===== src/rtl/sga_input_pkg.sv =====
// sga_input_pkg: direction encodings, button indices and helpers for the input conditioner
package sga_input_pkg;
   localparam logic [1:0] DIR_RIGHT = 2'b00;
   localparam logic [1:0] DIR_DOWN  = 2'b01;
   localparam logic [1:0] DIR_UP    = 2'b10;
   localparam logic [1:0] DIR_LEFT  = 2'b11;
   localparam int BTN_LEFT  = 3;
   localparam int BTN_UP    = 2;
   localparam int BTN_DOWN  = 1;
   localparam int BTN_RIGHT = 0;
   // Opposite directions are bitwise inverses under this encoding
   function automatic logic [1:0] dir_opposite(input logic [1:0] d);
      return ~d;
   endfunction
endpackage


===== src/rtl/sga_debounce.sv =====
// sga_debounce: two-flop synchroniser, stability counter, stable level and registered rising-edge pulse
module sga_debounce #(
   parameter int DEBOUNCE_CYCLES = 50000,
   parameter int CNT_W           = 16
) (
   input  logic clock,
   input  logic reset_n,
   input  logic raw,
   output logic level,
   output logic pulse
);
   logic             sync1_q, sync2_q, stable_q, stable_d, prev_q, pulse_q, pulse_d;
   logic [CNT_W-1:0] cnt_q, cnt_d;
   // Accept a new level only after DEBOUNCE_CYCLES consecutive differing samples
   always_comb begin
      stable_d = stable_q;
      cnt_d    = '0;
      if (sync2_q != stable_q) begin
         if (cnt_q == CNT_W'(DEBOUNCE_CYCLES - 1)) stable_d = sync2_q;
         else cnt_d = cnt_q + 1'b1;
      end
      pulse_d = stable_q & ~prev_q;
   end
   // Synchroniser, debounce state and edge-pulse registers
   always_ff @(posedge clock or negedge reset_n) begin
      if (!reset_n) begin
         sync1_q  <= 1'b0;
         sync2_q  <= 1'b0;
         stable_q <= 1'b0;
         prev_q   <= 1'b0;
         pulse_q  <= 1'b0;
         cnt_q    <= '0;
      end else begin
         sync1_q  <= raw;
         sync2_q  <= sync1_q;
         stable_q <= stable_d;
         prev_q   <= stable_q;
         pulse_q  <= pulse_d;
         cnt_q    <= cnt_d;
      end
   end
   assign level = stable_q;
   assign pulse = pulse_q;
endmodule


===== src/rtl/sga_input_conditioner.sv =====
// sga_input_conditioner: debounces board inputs and queues direction changes with reversal rejection
module sga_input_conditioner
   import sga_input_pkg::*;
#(
   parameter int         DEBOUNCE_CYCLES = 50000,
   parameter int         CNT_W           = 16,
   parameter logic [1:0] RESET_DIR       = DIR_RIGHT
) (
   input  logic       clock,
   input  logic       reset_n,
   input  logic [3:0] buttons_raw,
   input  logic       start_raw,
   input  logic       pause_raw,
   input  logic       clear,
   input  logic       dir_take,
   output logic [3:0] buttons,
   output logic [3:0] button_pulse,
   output logic       start_pulse,
   output logic       pause_level,
   output logic       played,
   output logic [1:0] direction,
   output logic       pending_valid
);
   logic       unused_start_level, unused_pause_pulse, accept;
   logic [1:0] cand, ref_dir, dir_q, dir_d, pend_dir_q, pend_dir_d;
   logic       pv_q, pv_d;
   for (genvar g = 0; g < 4; g++) begin : g_btn
      sga_debounce #(.DEBOUNCE_CYCLES(DEBOUNCE_CYCLES), .CNT_W(CNT_W)) u_btn (
         .clock(clock), .reset_n(reset_n), .raw(buttons_raw[g]),
         .level(buttons[g]), .pulse(button_pulse[g])
      );
   end
   sga_debounce #(.DEBOUNCE_CYCLES(DEBOUNCE_CYCLES), .CNT_W(CNT_W)) u_start (
      .clock(clock), .reset_n(reset_n), .raw(start_raw),
      .level(unused_start_level), .pulse(start_pulse)
   );
   sga_debounce #(.DEBOUNCE_CYCLES(DEBOUNCE_CYCLES), .CNT_W(CNT_W)) u_pause (
      .clock(clock), .reset_n(reset_n), .raw(pause_raw),
      .level(pause_level), .pulse(unused_pause_pulse)
   );
   assign played = |button_pulse;
   // Pick the highest-priority press, check it against the queued or committed direction, then commit/clear
   always_comb begin
      cand = button_pulse[BTN_LEFT] ? DIR_LEFT :
             button_pulse[BTN_UP]   ? DIR_UP   :
             button_pulse[BTN_DOWN] ? DIR_DOWN : DIR_RIGHT;
      ref_dir    = pv_q ? pend_dir_q : dir_q;
      accept     = played && (cand != ref_dir) && (cand != dir_opposite(ref_dir));
      dir_d      = dir_q;
      pend_dir_d = pend_dir_q;
      pv_d       = pv_q;
      if (clear) begin
         dir_d = RESET_DIR;
         pv_d  = 1'b0;
      end else begin
         if (dir_take && pv_q) begin
            dir_d = pend_dir_q;
            pv_d  = 1'b0;
         end
         if (accept) begin
            pend_dir_d = cand;
            pv_d       = 1'b1;
         end
      end
   end
   // Committed and pending direction registers
   always_ff @(posedge clock or negedge reset_n) begin
      if (!reset_n) begin
         dir_q      <= RESET_DIR;
         pend_dir_q <= RESET_DIR;
         pv_q       <= 1'b0;
      end else begin
         dir_q      <= dir_d;
         pend_dir_q <= pend_dir_d;
         pv_q       <= pv_d;
      end
   end
   assign direction     = dir_q;
   assign pending_valid = pv_q;
endmodule


===== config.mk =====
export PLATFORM = sky130hd
export DESIGN_NAME = sga_input_conditioner
export DESIGN_NICKNAME = d
export VERILOG_FILES = /design/src/rtl/sga_input_pkg.sv /design/src/rtl/sga_debounce.sv /design/src/rtl/sga_input_conditioner.sv
export SDC_FILE = /design/constraint.sdc
export NUM_CORES = 1
export LEC_CHECK = 0
export ABC_AREA = 1
export BUFFER_PORTS_ARGS = -buffer_cell sky130_fd_sc_hd__buf_2
export CAP_MARGIN = 25
export CORE_MARGIN = 3
export CORE_UTILIZATION = 49
export CTS_CLUSTER_SIZE = 10
export DETAILED_ROUTE_END_ITERATION = 16
export PLACE_DENSITY = 0.76
export SYNTH_ARGS = -nofsm -noshare
export SYNTH_HDL_FRONTEND = slang
export SYNTH_SLANG_ARGS = --single-unit

===== constraint.sdc =====
create_clock -name clock -period 1.6 [get_ports clock]
set_input_delay 0.08 -clock clock [delete_from_list [all_inputs] [get_ports clock]]
set_output_delay 0.08 -clock clock [all_outputs]
set_load 0.01 [all_outputs]

==> results.sh, run 1 <==
export IMPL_status="complete, no violations"
export IMPL_syn_num_nets=812
export IMPL_core_sq_um=12800
export IMPL_final_max_slew_viol_count=0
export IMPL_area_growth_pct=16.6
export IMPL_die_w_um=122
export IMPL_combPwrFrac_pct=3.1
export IMPL_timing_fmax_mhz=690
export IMPL_rsz0062_at_grt="false"
export IMPL_start_kind="flip-flop"
export IMPL_ys_types=36
export IMPL_boundaryPins=24
export IMPL_crit_type="reg2reg"
export IMPL_avgRoutedWirePerCell_um=12.1
export IMPL_r2r_slack_ns=0.15
export IMPL_clock_latency_ns=0.42
export IMPL_critPathCaptureType="flip-flop"
export IMPL_n_fill_cell=1135
export IMPL_place_hpwl_mm=9.02
export IMPL_grt_max_degree=52
export IMPL_dr_total_vias=5049
export IMPL_cts_tree="done"
export IMPL_route_detailed_drc=0
export IMPL_cts_buffer_depth=2
export IMPL_grt_use_total_pct=19.1
export IMPL_grt_ovfl_total=0
export IMPL_power_net_switching_mw=1.58
export IMPL_peakVddDrop_uv=633
export IMPL_cts_setup_buffers=0
export IMPL_pwr_share_clk_pct=54.0
export IMPL_crit_arrival_ns=1.75
export IMPL_min_to="pending_valid"
export IMPL_viasPerCell=4.91
export IMPL_dieArea_sq_um=14800
export IMPL_die_y_um=122
export IMPL_syn_inst=796
export IMPL_clock_sinks=129
export IMPL_grt_pass1_vias=5050
export IMPL_finalClockSkew_ns=0.00787
export IMPL_ys_seq_area_share_pct=49.3
export IMPL_slew_headroom_pct=67.6
export IMPL_power_mw=7.83
export IMPL_crit_fanout=8
export IMPL_pre_cts_ws_ns=0.0915
export IMPL_firstDrtPassIters=5
export IMPL_p_seq_share_pct=42.8
export IMPL_drt_iter0_markers=346
export IMPL_routabilityCongestion=0.900
export IMPL_setup_tns_ns=0
export IMPL_min_period_over_period_pct=90.6
export IMPL_syn_area_sq_um=6540
export IMPL_nets=860
export IMPL_finalCriticalPeriod_ns=1.45
export IMPL_stdcell_count=1029
export IMPL_portBuffers=23
export IMPL_grt_pass1_wl_mm=22.6
export IMPL_hold_start="dir_take"
export IMPL_syn_avg_cell_area_sq_um=8.22
export IMPL_p_leak_nw=3.48
export IMPL_powerDensity_nw_per_um2=1030
export IMPL_rr_endpoint="g_btn[1].u_btn.cnt_q[3]"
export IMPL_fin_util_pct=59.5
export IMPL_layout_common_cells="nor2_1, nand2_1, dfrtp_1, inv_1, nand3_1"
export IMPL_cts_buffers_inserted=17
export IMPL_h_tree_depth=4
export IMPL_antenna_found_initial=0
export IMPL_min_delay_path_depth=4
export IMPL_setup_viol=0
export IMPL_hold_viol=0
export IMPL_place_inst=989
export IMPL_start_util_pct=51.0
export IMPL_final_setup_worst_slack_ns=0.151
export IMPL_yosys_warnings=0
export IMPL_tightest_slew_ns=0.485
export IMPL_ys_ff_latch=129
export IMPL_hold_class="in2reg"
export IMPL_wirelength_mm=12.5
export IMPL_antenna_left=0
export IMPL_postPlaceCellArea_sq_um=6890
export IMPL_whs_ns=0.0304
export IMPL_layout_commonest_cell="nor2_1"
export IMPL_final_area_sq_um=7630
export IMPL_switching_share_pct=20.2
export IMPL_insertedDiodeCount=0
export IMPL_reg2reg_depth=8
export IMPL_path_clk_slew_ns=0.06
export IMPL_drive_gt1_share_pct=14.9
export IMPL_clock_root_buffer="clkbuf_16"
export IMPL_r2r_start="g_btn[1].u_btn.cnt_q[0]"
export IMPL_num_rows=41
export IMPL_required_ns=1.90
export IMPL_p_int_mw=6.25
export IMPL_max_cap_violations=0
-- worst max path at each step --
stage,start,to,slack [ns],cells past startpoint
2_1_floorplan,g_btn[0].u_btn.cnt_q[0],g_btn[0].u_btn.cnt_q[15],0.28,10
3_3_place_gp,g_btn[2].u_btn.cnt_q[0],g_btn[2].u_btn.cnt_q[14],0.14,8
3_5_place_dp,g_btn[2].u_btn.cnt_q[0],g_btn[2].u_btn.cnt_q[8],0.09,8
4_1_cts,g_btn[2].u_btn.cnt_q[0],g_btn[2].u_btn.cnt_q[8],0.07,8
5_1_grt,g_btn[3].u_btn.cnt_q[0],g_btn[3].u_btn.cnt_q[14],0.005,8
6_report,g_btn[1].u_btn.cnt_q[0],g_btn[1].u_btn.cnt_q[3],0.15,8
-- state kept, by name (all words and copies together), names as in the netlist, 2 cells and up --
register / cells
direction: 2
g_btn.u_btn.pulse: 4
g_btn.u_btn.level: 4
u_start.cnt_q: 16
g_btn.u_btn.sync2_q: 4
u_pause.cnt_q: 16
g_btn.u_btn.cnt_q: 64
pend_dir_q: 2
g_btn.u_btn.sync1_q: 4
g_btn.u_btn.prev_q: 4
-- worst max-delay path, stage by stage, from the launching register on --
cell and delay [ns]:
dfrtp_1 0.36, ha_1 0.17, nand2_1 0.12, inv_1 0.11, nand2_1 0.09, nor2_1 0.14
nand3_2 0.13, nand2_4 0.14, nor2_1 0.06
-- final cells by class --
class	count	area, sq um	area share, %
multi-input cells	548	2850	37.4
well taps	172	215	2.82
flip-flops and latches	129	3230	42.3
clock buffers	23	468	6.13
inverters	111	419	5.49
clock inverters	9	179	2.34
repair buffers	37	272	3.56
-- layer usage --
metal | global-route usage, % | up-vias | part of all wire (%)
met3 | 4.09 | 25 | 3.7
met4 | 8.54 | 0 | 2.5
met1 | 25.1 | 2344 | 47
met2 | 30.7 | 81 | 47
li1 | - | 2599 | -
met5 | 0 | - | 0
-- logic make-up (layout without fill, tap and decap cells) --
logic type                 after synthesis  count (layout)  share of synthesized area, %
and+or+nand+nor                        457             457                          33.2
adders and majority gates                6               6                          1.15
DFF                                    129             129                          49.3
AOI/OAI and AO/OA                       49              49                          4.09
xor gates and xnor gates                36              36                          4.93
buffers and inverters                  119             180                          7.32
-- synthesized netlist by cell type --
master	instances	area share [%]
nor2_1	171	9.8
nand2_1	137	7.9
dfrtp_1	129	49
inv_1	99	5.7
nand3_1	51	3.9
xor2_1	33	4.4
nor3_1	25	1.9
a21oi_1	20	1.5
nand2_2	13	1.2
o21ai_0	13	0.99
inv_2	11	0.63
nand4_1	11	1.1
nor2_4	11	1.9
buf_4	8	0.92
nand3_2	8	1.2
nor3_2	7	1.1
ha_1	6	1.1
nor2_2	6	0.57
o21ai_1	6	0.46
o21bai_1	5	0.57
a31oi_1	3	0.29
nor3_4	3	0.75
nor3b_1	3	0.34
or2_2	3	0.29
nand2_4	2	0.34
xnor2_1	2	0.27
a211oi_1	1	0.11
and2_1	1	0.096
and3_1	1	0.096
inv_4	1	0.096
nand3b_1	1	0.11
nor2_8	1	0.31
nor2b_1	1	0.096
nor3b_2	1	0.19
o21ai_2	1	0.13
xor2_2	1	0.25
-- power groups by stage --
stage | registers, mW | clock network, mW | logic, mW
final | 3.35 | 4.23 | 0.245
after global routing | 3.36 | 4.43 | 0.297
after CTS | 3.35 | 4.30 | 0.253
after detailed placement | 3.41 | 0 | 0.235
after global placement | 3.41 | 0 | 0.234
after floorplan | 3.40 | 0 | 0.112
-- what timing repair did --
action                                  4_1_cts  5_1_grt
endpoints found under the setup margin        0       10
hold endpoints to repair                     57        0
resized for setup                             0        4
hold buffers                                  8        0
Power figures use the tool's default switching activity.
==> run 2: changes to the inputs <==
--- a/config.mk
+++ b/config.mk
@@ -12,6 +12,7 @@
 export CORE_UTILIZATION = 49
 export CTS_CLUSTER_SIZE = 10
 export DETAILED_ROUTE_END_ITERATION = 16
+export HOLD_SLACK_MARGIN = 0.1
 export PLACE_DENSITY = 0.76
 export SYNTH_ARGS = -nofsm -noshare
 export SYNTH_HDL_FRONTEND = slang
==> run 2 against run 1 <==
Compared with the run above: design area grew 0.13%; register-to-register slack is essentially flat; hold slack gained 0.14 ns; non-clock buffer count grew 1; first-iteration DRC count grew 15%; sequential share of layout area shrank 0.055 points.
==> results.sh, run 2 (synthesis gave the netlist of run 1 again) <==
export IMPL_reg_top3="g_btn.u_btn.cnt_q (64), u_pause.cnt_q (16), u_start.cnt_q (16)"
export IMPL_largest_reg_flops=64
export IMPL_largest_register="g_btn.u_btn.cnt_q"
export IMPL_status="complete, no violations"
export IMPL_num_rows=41
export IMPL_start_kind="flip-flop"
export IMPL_grt_pass1_wl_mm=22.6
export IMPL_core_sq_um=12800
export IMPL_cts_buffer_depth=2
export IMPL_viasPerCell=4.91
export IMPL_place_hpwl_mm=9.02
export IMPL_layout_commonest_cell="nor2_1"
export IMPL_final_area_sq_um=7640
export IMPL_power_mw=7.83
export IMPL_dr_total_vias=5058
export IMPL_peakVddDrop_uv=631
export IMPL_n_fill_cell=1134
export IMPL_finalClockSkew_ns=0.00865
export IMPL_cp_num_buf_inv=1
export IMPL_cts_buffers_inserted=17
export IMPL_setup_tns_ns=0
export IMPL_routabilityCongestion=0.900
export IMPL_setup_viol=0
export IMPL_clock_latency_ns=0.42
export IMPL_cts_setup_buffers=0
export IMPL_timing_fmax_mhz=691
export IMPL_crit_chain="ha_1, nand2_2, nor2_8, nand3_2, nor2_4, nor2_4, inv_4, a21oi_1"
export IMPL_cpMaxStageDelayCell="dfrtp_1"
export IMPL_cts_tree="done"
export IMPL_avgRoutedWirePerCell_um=12.2
export IMPL_max_cap_violations=0
export IMPL_clock_root_buffer="clkbuf_16"
export IMPL_p_leak_nw=3.48
export IMPL_powerDensity_nw_per_um2=1020
export IMPL_final_max_slew_viol_count=0
export IMPL_die_y_um=122
export IMPL_firstDrtPassIters=5
export IMPL_finalCriticalPeriod_ns=1.45
export IMPL_grt_max_degree=52
export IMPL_die_w_um=122
export IMPL_nets=861
export IMPL_grt_pass1_vias=5050
export IMPL_boundaryPins=24
export IMPL_insertedDiodeCount=0
export IMPL_crit_arrival_ns=1.79
export IMPL_crit_type="reg2reg"
export IMPL_dieArea_sq_um=14800
export IMPL_route_detailed_drc=0
export IMPL_required_ns=1.95
export IMPL_hold_viol=0
export IMPL_min_period_over_period_pct=90.4
export IMPL_drt_iter0_markers=397
export IMPL_antenna_found_initial=0
export IMPL_hold_class="in2async"
export IMPL_r2r_slack_ns=0.15
export IMPL_drive_gt1_share_pct=14.9
export IMPL_portBuffers=23
export IMPL_area_growth_pct=16.8
export IMPL_slowest_delay_ns=0.40
export IMPL_crit_fanout=7
export IMPL_grt_ovfl_total=0
export IMPL_path_clk_slew_ns=0.05
export IMPL_cp_common_cell="nor2_4"
export IMPL_critPathCaptureType="flip-flop"
export IMPL_slew_headroom_pct=67.5
export IMPL_grt_use_total_pct=19.1
export IMPL_path_delay_family="simple AND/OR/NAND/NOR gates"
export IMPL_h_tree_depth=4
export IMPL_start_util_pct=51.0
export IMPL_clock_sinks=129
export IMPL_postPlaceCellArea_sq_um=6890
export IMPL_wirelength_mm=12.5
export IMPL_layout_common_cells="nor2_1, nand2_1, dfrtp_1, inv_1, nand3_1"
export IMPL_whs_ns=0.169
export IMPL_tightest_slew_ns=0.485
export IMPL_rsz0062_at_grt="false"
export IMPL_antenna_left=0
run 2: report_power, final:
part	internal (mW)	switching [mW]	total [mW]
sequential	3.32	0.0368	3.35
combinational	0.0858	0.161	0.246
clock	2.84	1.38	4.23
run 2: through the flow:
step | cells | setup slack [ns] | util (%)
global placement | 989 | 0.136 | 53.7
global route | 1030 | 0.00471 | 59.6
finish | 1030 | 0.153 | 59.6
detailed placement | 989 | 0.0915 | 53.7
floorplan | 796 | 0.280 | -
CTS | 1030 | 0.0732 | 59.5
run 2: worst paths after layout:
path                                  start                 endpoint  depth (start not counted)
min in group clock           buttons_raw[0]   g_btn[0].u_btn.sync1_q                          2
setup / recovery           u_start.cnt_q[0]        u_start.cnt_q[14]                          8
hold / removal                      reset_n        u_start.cnt_q[12]                          2
max in group asynchronous           reset_n  g_btn[0].u_btn.cnt_q[9]                          3
setup reg to reg           u_start.cnt_q[0]        u_start.cnt_q[14]                          8
hold reg to reg             u_pause.sync1_q          u_pause.sync2_q                          0
run 2: metal layers:
metal  vias up  wire length [um]  track usage (%)
li1       2597                 -                -
met1      2362              5890             25.1
met2        73              5920             30.7
met3        26               412             4.09
met4         0               307             8.54
met5         -                 0                0
run 2: layout make-up:
cell class                 instances  area, sq um  share of cell area [%]
clock buffer                      23          468                    6.12
timing repair buffer              38          282                    3.68
clock inverter                     9          179                    2.34
sequential                       129         3230                    42.2
multi-input combinational        548         2850                    37.3
inverter                         111          419                    5.49
tap                              172          215                    2.82
run 2: what timing repair did:
action / 4_1_cts / 5_1_grt
hold endpoints to repair: 140 / 0
resized for setup: 0 / 4
setup endpoints to repair: 0 / 10
hold buffers: 9 / 0
==> run 3: changes to the inputs <==
--- a/config.mk
+++ b/config.mk
@@ -8,7 +8,7 @@
 export ABC_AREA = 1
 export BUFFER_PORTS_ARGS = -buffer_cell sky130_fd_sc_hd__buf_2
 export CAP_MARGIN = 25
-export CORE_MARGIN = 3
+export CORE_MARGIN = 10
 export CORE_UTILIZATION = 49
 export CTS_CLUSTER_SIZE = 10
 export DETAILED_ROUTE_END_ITERATION = 16
==> run 3 against run 2 <==
Compared with the run above: global-route usage down 4.2 points; fmax down 1.8%; via count about the same; sequential share of layout area up 0.29 points; worst setup slack worse by 0.026 ns; clock skew about the same; core utilization down 1.8 points; hold slack better by 0.0093 ns; first-iteration DRC count down 26%; non-clock buffer count down 1; largest power group unchanged.
==> results.sh, run 3 (synthesis gave the netlist of run 1 again) <==
export IMPL_p_leak_nw=3.45
export IMPL_clock_root_buffer="clkbuf_16"
export IMPL_grt_pass1_vias=4942
export IMPL_clock_sinks=129
export IMPL_h_tree_depth=4
export IMPL_crit_chain="ha_1, nand2_1, inv_1, nand2_1, nor2_1, nand2_1, nand2_2, nor3_1"
export IMPL_crit_fanout=8
export IMPL_viasPerCell=4.90
export IMPL_die_w_um=136
export IMPL_avgRoutedWirePerCell_um=12.4
export IMPL_setup_viol=0
export IMPL_insertedDiodeCount=0
export IMPL_portBuffers=23
export IMPL_drive_gt1_share_pct=14.8
export IMPL_min_period_over_period_pct=92.1
export IMPL_wirelength_mm=12.8
export IMPL_routabilityCongestion=0.881
export IMPL_setup_tns_ns=0
export IMPL_largest_register="g_btn.u_btn.cnt_q"
export IMPL_grt_pass1_wl_mm=22.4
export IMPL_largest_reg_flops=64
export IMPL_dieArea_sq_um=18400
export IMPL_antenna_found_initial=0
export IMPL_core_sq_um=13100
export IMPL_cts_buffers_inserted=17
export IMPL_cp_common_cell="nand2_1"
export IMPL_finalCriticalPeriod_ns=1.47
export IMPL_ff_latch_area_sq_um=3230
export IMPL_max_cap_violations=0
export IMPL_grt_ovfl_total=0
export IMPL_multiInputGateArea_sq_um=2840
export IMPL_place_inst=992
export IMPL_timing_fmax_mhz=679
export IMPL_n_fill_cell=1165
export IMPL_path_delay_family="simple AND/OR/NAND/NOR gates"
export IMPL_route_detailed_drc=0
export IMPL_status="complete, no violations"
export IMPL_final_setup_worst_slack_ns=0.127
export IMPL_cts_setup_buffers=0
export IMPL_hold_class="in2async"
export IMPL_pre_cts_ws_ns=0.0942
export IMPL_boundaryPins=24
export IMPL_layout_commonest_cell="nor2_1"
export IMPL_postPlaceCellArea_sq_um=6890
export IMPL_dr_total_vias=5061
export IMPL_required_ns=1.93
export IMPL_reg_top3="g_btn.u_btn.cnt_q (64), u_pause.cnt_q (16), u_start.cnt_q (16)"
export IMPL_drt_iter0_markers=293
export IMPL_layout_common_cells="nor2_1, nand2_1, dfrtp_1, inv_1, nand3_1"
export IMPL_cts_tree="done"
export IMPL_powerDensity_nw_per_um2=992
export IMPL_final_max_slew_viol_count=0
export IMPL_area_growth_pct=16.0
export IMPL_grt_use_total_pct=14.9
export IMPL_rsz0062_at_grt="false"
export IMPL_final_area_sq_um=7590
export IMPL_finalClockSkew_ns=0.00880
export IMPL_critPathCaptureType="flip-flop"
export IMPL_hold_viol=0
export IMPL_start_kind="flip-flop"
export IMPL_nets=860
export IMPL_crit_type="reg2reg"
export IMPL_firstDrtPassIters=4
export IMPL_peakVddDrop_uv=751
export IMPL_start_util_pct=49.8
export IMPL_cpMaxStageDelayCell="dfrtp_1"
export IMPL_path_clk_slew_ns=0.06
export IMPL_grt_max_degree=50
export IMPL_die_y_um=136
export IMPL_power_mw=7.53
export IMPL_crit_arrival_ns=1.80
export IMPL_num_rows=42
export IMPL_stdcell_count=1032
export IMPL_place_hpwl_mm=9.07
export IMPL_slowest_delay_ns=0.39
export IMPL_cts_buffer_depth=2
export IMPL_tightest_slew_ns=0.466
export IMPL_slew_headroom_pct=68.9
export IMPL_antenna_left=0
export IMPL_cp_num_buf_inv=1
export IMPL_clock_latency_ns=0.41
[run 3: cell count changes in the layout (fill, tap and decap cells not counted), sizes merged]
| cell | delta |
|---|---|
| clkbuf | -1 |
| bufinv | -2 |
| buf | -1 |
| clkinv | +1 |
| clkinvlp | +1 |
[run 3: path summary, 6_finish.rpt]
path	start	slack [ns]	cells after the start	end
hold reg to reg	g_btn[1].u_btn.sync1_q	0.35	0	g_btn[1].u_btn.sync2_q
min in group clock	pause_raw	0.31	2	u_pause.sync1_q
hold / removal	reset_n	0.18	2	g_btn[0].u_btn.level
setup reg to reg	g_btn[2].u_btn.cnt_q[0]	0.13	8	g_btn[2].u_btn.cnt_q[8]
setup / recovery	g_btn[2].u_btn.cnt_q[0]	0.13	8	g_btn[2].u_btn.cnt_q[8]
max in group asynchronous	reset_n	0.83	3	g_btn[3].u_btn.cnt_q[3]
[run 3: where the power goes]
group	internal (mW)	leakage (nW)	switching (mW)	total [mW]
registers	3.32	1.76	0.0374	3.35
logic	0.0839	1.41	0.162	0.246
clock network	2.56	0.288	1.37	3.93
total	5.96	3.45	1.57	7.53
[run 3: timing repair]
action                                  4_1_cts  5_1_grt
resized for setup                             0        2
hold buffers                                  9        0
hold endpoints to repair                    140        0
endpoints found under the setup margin        0        8
[run 3: metal layers]
layer  vias to the layer above  global-route usage [%]  routed length (um)
met5                         -                       0                   0
met4                         0                    5.74                 171
met3                        10                    4.23                 423
met2                        73                    24.0                6410
met1                      2395                    18.5                5810
li1                       2583                       -                   -
[run 3: area by class of cell]
cell class | count | area share, %
flip-flops and latches | 129 | 42.5
inverters | 111 | 5.52
clock buffers | 22 | 6.25
well taps | 176 | 2.90
multi-input cells | 548 | 37.5
repair buffers | 37 | 3.61
clock inverters | 9 | 1.73
[run 3: stage by stage]
stage	utilization [%]	hold WS (ns)
detailed placement	52.4	0.0587
global placement	52.4	0.0560
global route	57.8	0.234
CTS	57.7	0.186
finish	57.8	0.178
floorplan	-	-0.216
